## config.mk

```make
export PLATFORM = sky130hd
export DESIGN_NAME = mdu_stage
export DESIGN_NICKNAME = d
export VERILOG_FILES = /design/src/rtl/mdu_stage.sv
export SDC_FILE = /design/constraint.sdc
export NUM_CORES = 2
export LEC_CHECK = 0
export CAP_MARGIN = 20
export CORE_ASPECT_RATIO = 1.5
export CORE_MARGIN = 2
export CORE_UTILIZATION = 50
export DETAILED_ROUTE_END_ITERATION = 10
export GPL_TIMING_DRIVEN = 0
export PLACE_DENSITY = 0.66
export SETUP_SLACK_MARGIN = 0.2
export SYNTH_ARGS = -nofsm -noshare
export SYNTH_HDL_FRONTEND = slang
export SYNTH_SLANG_ARGS = --single-unit
```

## constraint.sdc

```tcl
create_clock -name clk -period 17.4 [get_ports clk]
set_clock_uncertainty 0.1 [all_clocks]
set_input_delay 1.74 -clock clk [delete_from_list [all_inputs] [get_ports clk]]
set_output_delay 1.74 -clock clk [all_outputs]
set_load 0.1 [all_outputs]
```

## src/rtl/mdu_stage.sv

```systemverilog
// RV32M multiply/divide unit for the execute stage: one enable pulse starts one operation,
// and one registered done pulse returns its result (multiply: 2 cycles, divide: WIDTH+1 cycles).
module mdu_stage #(
   parameter int WIDTH = 32
) (
   input  logic             clk,
   input  logic             rstn,
   input  logic             enable,
   input  logic             m_op,
   input  logic [2:0]       funct3,
   input  logic [WIDTH-1:0] rs1,
   input  logic [WIDTH-1:0] rs2,
   output logic [WIDTH-1:0] result,
   output logic             done,
   output logic             busy,
   output logic [1:0]       o_dbg_state
);

   // Handshake: enable is accepted only in IDLE or FIN (and never while rstn=0); every accepted
   // enable yields exactly one single-cycle done, at the earliest in the following cycle, with
   // result valid from the done cycle until the next done. enable while busy in MUL/DIV is ignored.

   localparam int CW = $clog2(WIDTH + 1);
   localparam logic [WIDTH-1:0] MIN_INT = {1'b1, {(WIDTH-1){1'b0}}};
   localparam logic [WIDTH-1:0] ALL_ONES = {WIDTH{1'b1}};

   typedef enum logic [1:0] {
      S_IDLE = 2'd0,
      S_MUL  = 2'd1,
      S_DIV  = 2'd2,
      S_FIN  = 2'd3
   } state_t;

   state_t               r_state;
   logic [1:0]           r_sel;
   logic [2*WIDTH-1:0]   r_prod;
   logic [WIDTH-1:0]     r_quo;
   logic [WIDTH-1:0]     r_rem;
   logic [WIDTH-1:0]     r_div;
   logic [CW-1:0]        r_cnt;
   logic                 r_neg_q;
   logic                 r_neg_r;
   logic [WIDTH-1:0]     r_result;
   logic                 r_done;

   logic                 w_div_signed;
   logic                 w_div_zero;
   logic                 w_overflow;
   logic [WIDTH-1:0]     w_abs1;
   logic [WIDTH-1:0]     w_abs2;
   logic                 w_a_sx;
   logic                 w_b_sx;
   logic [2*WIDTH-1:0]   w_mul_a;
   logic [2*WIDTH-1:0]   w_mul_b;
   logic [2*WIDTH-1:0]   w_prod;
   logic [WIDTH:0]       w_rem_sh;
   logic [WIDTH:0]       w_sub;
   logic                 w_ge;
   logic [WIDTH-1:0]     w_rem_nxt;
   logic [WIDTH-1:0]     w_quo_nxt;
   logic [WIDTH-1:0]     w_quo_fix;
   logic [WIDTH-1:0]     w_rem_fix;

   // Operand preparation for a start in this cycle
   assign w_div_signed = ~funct3[0];
   assign w_div_zero   = (rs2 == '0);
   assign w_overflow   = w_div_signed & (rs1 == MIN_INT) & (rs2 == ALL_ONES);
   assign w_abs1       = (w_div_signed & rs1[WIDTH-1]) ? (~rs1 + 1'b1) : rs1;
   assign w_abs2       = (w_div_signed & rs2[WIDTH-1]) ? (~rs2 + 1'b1) : rs2;

   // Sign-extending to 2*WIDTH makes one unsigned multiplier correct for every signedness mix
   assign w_a_sx  = ((funct3[1:0] == 2'b01) | (funct3[1:0] == 2'b10)) & rs1[WIDTH-1];
   assign w_b_sx  = (funct3[1:0] == 2'b01) & rs2[WIDTH-1];
   assign w_mul_a = {{WIDTH{w_a_sx}}, rs1};
   assign w_mul_b = {{WIDTH{w_b_sx}}, rs2};
   assign w_prod  = w_mul_a * w_mul_b;

   // Restoring step: r_quo shifts the dividend out of its MSB and quotient bits into its LSB
   assign w_rem_sh  = {r_rem, r_quo[WIDTH-1]};
   assign w_sub     = w_rem_sh - {1'b0, r_div};
   assign w_ge      = ~w_sub[WIDTH];
   assign w_rem_nxt = w_ge ? w_sub[WIDTH-1:0] : w_rem_sh[WIDTH-1:0];
   assign w_quo_nxt = {r_quo[WIDTH-2:0], w_ge};
   assign w_quo_fix = r_neg_q ? (~w_quo_nxt + 1'b1) : w_quo_nxt;
   assign w_rem_fix = r_neg_r ? (~w_rem_nxt + 1'b1) : w_rem_nxt;

   always_ff @(posedge clk) begin
      if (!rstn) begin
         r_state  <= S_IDLE;
         r_sel    <= 2'b00;
         r_prod   <= '0;
         r_quo    <= '0;
         r_rem    <= '0;
         r_div    <= '0;
         r_cnt    <= '0;
         r_neg_q  <= 1'b0;
         r_neg_r  <= 1'b0;
         r_result <= '0;
         r_done   <= 1'b0;
      end else begin
         r_done <= 1'b0;
         case (r_state)
            S_IDLE, S_FIN: begin
               if (enable) begin
                  r_sel <= funct3[1:0];
                  if (!m_op) begin
                     r_result <= '0;
                     r_done   <= 1'b1;
                     r_state  <= S_FIN;
                  end else if (!funct3[2]) begin
                     r_prod  <= w_prod;
                     r_state <= S_MUL;
                  end else if (w_div_zero) begin
                     r_result <= funct3[1] ? rs1 : ALL_ONES;
                     r_done   <= 1'b1;
                     r_state  <= S_FIN;
                  end else if (w_overflow) begin
                     r_result <= funct3[1] ? '0 : rs1;
                     r_done   <= 1'b1;
                     r_state  <= S_FIN;
                  end else begin
                     r_quo   <= w_abs1;
                     r_div   <= w_abs2;
                     r_rem   <= '0;
                     r_cnt   <= CW'(WIDTH);
                     r_neg_q <= w_div_signed & (rs1[WIDTH-1] ^ rs2[WIDTH-1]);
                     r_neg_r <= w_div_signed & rs1[WIDTH-1];
                     r_state <= S_DIV;
                  end
               end else begin
                  r_state <= S_IDLE;
               end
            end
            S_MUL: begin
               r_result <= (r_sel == 2'b00) ? r_prod[WIDTH-1:0] : r_prod[2*WIDTH-1:WIDTH];
               r_done   <= 1'b1;
               r_state  <= S_FIN;
            end
            S_DIV: begin
               r_quo <= w_quo_nxt;
               r_rem <= w_rem_nxt;
               r_cnt <= r_cnt - CW'(1);
               if (r_cnt == CW'(1)) begin
                  r_result <= r_sel[1] ? w_rem_fix : w_quo_fix;
                  r_done   <= 1'b1;
                  r_state  <= S_FIN;
               end
            end
            default: r_state <= S_IDLE;
         endcase
      end
   end

   assign result      = r_result;
   assign done        = r_done;
   assign busy        = (r_state != S_IDLE);
   assign o_dbg_state = r_state;

endmodule

```

==> results.sh <==
export IMPL_status="completed"
export IMPL_antenna_found_initial=17
export IMPL_clkSlewWorstSetupHoldPaths_ns=0.07
export IMPL_overflow=0
export IMPL_syn_area_sq_mm=0.0526
export IMPL_die_y_um=401
export IMPL_synthFlopType="dfxtp_1"
export IMPL_drv_slew=0
export IMPL_cts_resized=0
export IMPL_routedWlPerCell_um=29.3
export IMPL_yosys_warnings=0
export IMPL_synthSimpleGateAreaFrac_pct=16.7
export IMPL_synth_nets=7726
export IMPL_cp_slowest_cell="fa_1"
export IMPL_critPathMostFrequentCell="fa_1"
export IMPL_finalSetupTns_ns=0
export IMPL_ys_types=102
export IMPL_async_flop_share_pct=0
export IMPL_worst_slew_pin_slew_ns=1.30
export IMPL_fin_area_sq_mm=0.0564
export IMPL_synth_seq_cells=205
export IMPL_synthCells=6273
export IMPL_dp_hpwl_mm=193
export IMPL_ys_seq_area_share_pct=7.81
export IMPL_numPortBuffers=66
export IMPL_cts_setup_buffers=0
export IMPL_synthMuxAreaShare_pct=0.464
export IMPL_grt_max_degree=19
export IMPL_syn_area_per_cell_sq_um=8.38
export IMPL_post_route_min_period_ns=14.66
export IMPL_synth_edf_count=0
export IMPL_finalSetupViolations=0
export IMPL_hold_class="reg2reg"
export IMPL_period_share_pct=84.2
export IMPL_boundaryPins=107
export IMPL_final_cells=7835
export IMPL_yosysMostFrequentCell="inv_1"
export IMPL_synth_common_cells="inv_1, nand2_1, fa_1"
export IMPL_htreeDepth=1
export IMPL_area_delta_synth_final_pct=7.30
export IMPL_cp_end_kind="flip-flop"
export IMPL_row_count=145
export IMPL_synth_top_family_by_area="adder cells"
export IMPL_fin_util_pct=54.2
export IMPL_slowest_delay_ns=1.21
export IMPL_vias=46200
export IMPL_start_util_pct=50.5
export IMPL_rsz0062_at_grt="false"
export IMPL_required_ns=17.83
export IMPL_path_max_fanout=11
export IMPL_cap_violations=0
export IMPL_drtPass1Iterations=6
export IMPL_finalHoldViolCount=0
export IMPL_dp_cells=7766
export IMPL_critical_path_startpoint_type="input port"
export IMPL_drive_gt1_share_pct=2.60
export IMPL_grt_first_pass_wirelength_mm=331
export IMPL_drtIter0Drc=3969
export IMPL_grt_usage_pct=43.5
export IMPL_yosys_area_top_type_share_pct=42.9
export IMPL_cts_buffer_depth=3
export IMPL_hold_buffers=0
export IMPL_slew_headroom_pct=13.2
export IMPL_postRouteAntennaNets=0
export IMPL_yosysTopAreaCell="fa_1"
export IMPL_synthTopCellsByArea="fa_1, inv_1, nand2_1, dfxtp_1, ha_1"
export IMPL_gp_congestion=1.15
export IMPL_fmax_mhz=68.2
export IMPL_crit_type="in2reg"
export IMPL_numClockSinks=205
export IMPL_arrival_ns=15.08
export IMPL_die_area_sq_mm=0.108
export IMPL_cts_buffers=20
export IMPL_synth_xor_area_share_pct=3.53
export IMPL_via_per_inst=5.89
export IMPL_fin_nets=7859
export IMPL_grt_pass1_vias=48600
export IMPL_wirelength_mm=230
export IMPL_route_detailed_drc=0
export IMPL_cts_tree="yes"
export IMPL_synthAdderAreaFrac_pct=49.5
export IMPL_fp_dieW_um=269
export IMPL_clockRootBuffer="clkbuf_16"
export IMPL_dpl_cell_area_sq_mm=0.0554
export IMPL_synth_compound_area_share_pct=9.98
export IMPL_clk_latency_ns=0.64
export IMPL_core_area_sq_mm=0.104
[cell usage in the layout (no fill, tap or decap), types with 21 or more instances in the layout]
| cell type | synthesis | layout |
|---|---|---|
| nor2b_1 | 21 | 21 |
| maj3_1 | 27 | 27 |
| clkbuf_1 | 271 | 267 |
| clkdlybuf4s50_1 | 0 | 66 |
| nand2_1 | 1167 | 1167 |
| buf_2 | 21 | 22 |
| dfxtp_1 | 205 | 205 |
| o21ai_0 | 147 | 147 |
| inv_1 | 1253 | 1253 |
| nor3_1 | 36 | 36 |
| a211oi_1 | 58 | 58 |
| a31oi_1 | 25 | 25 |
| buf_8 | 0 | 38 |
| buf_1 | 106 | 106 |
| a21oi_1 | 268 | 268 |
| fa_1 | 1126 | 1126 |
| xnor2_1 | 132 | 130 |
| or3_1 | 25 | 25 |
| ha_1 | 256 | 256 |
| a21o_1 | 76 | 76 |
| nand4_1 | 23 | 23 |
| and2_1 | 273 | 273 |
| nor2_1 | 209 | 209 |
| nand3_1 | 67 | 67 |
| o31ai_1 | 26 | 26 |
| xor2_1 | 80 | 80 |
| a32oi_1 | 23 | 23 |
[critical path, delay by kind of cell]
kind,cells,cell delay (ns)
AO/OA/AOI/OAI,6,2.46
XOR/XNOR,1,0.07
buffers and inverters,10,3.72
AND/OR/NAND/NOR,4,1.19
adder cells (fa/ha/maj),10,5.89
[sequential cells by signal, indices dropped and copies added, names as in the netlist]
signal	cells
r_rem	32
r_sel	2
result	32
r_div	32
done	1
r_quo	32
r_cnt	6
r_prod	64
r_neg_q	1
o_dbg_state	2
r_neg_r	1
[layer usage]
metal | vias up | wire, um | GRT usage, %
met4 | 16 | 30400 | 44.0
met1 | 23100 | 72400 | 44.5
met2 | 2554 | 107000 | 70.5
met5 | - | 128 | 0
met3 | 1100 | 20000 | 10.8
li1 | 19400 | - | -
[per-stage QoR]
step                hold WS (ns)  setup slack, ns
floorplan                  0.331             6.56
global placement           0.340             2.51
detailed placement         0.345             2.44
global route               0.375             2.48
CTS                        0.354             3.06
finish                     0.356             2.74
[cell type report]
cell class / count / area (sq um)
fillers: 10100 / 47700
clock inverters: 14 / 186
plain buffers: 409 / 1610
repair buffers: 111 / 1320
clock buffers: 22 / 518
flip-flops and latches: 205 / 4100
inverters: 1257 / 4720
well taps: 1396 / 1750
diodes: 19 / 47.5
multi-input cells: 4402 / 42200
[final timing paths]
kind	startpoint	endpoint	slack, ns	cells after the start
setup reg to reg	r_quo[31]	result[30]	10.21	26
hold / removal	r_prod[15]	r_prod[15]	0.36	2
hold reg to reg	r_prod[15]	r_prod[15]	0.36	2
setup / recovery	funct3[1]	r_prod[63]	2.74	31
[logic make-up after synthesis]
kind of cell             Yosys count
buffers and inverters           1666
AND/OR/NAND/NOR                 1951
flip-flops                       205
multiplexers                      23
adder cells (fa/ha/maj)         1409
AO/OA/AOI/OAI                    807
XOR/XNOR                         212
Power is left out: the tool's default activity adds up to more than one toggle a clock period on the data nets, which glitch-free logic cannot reach.
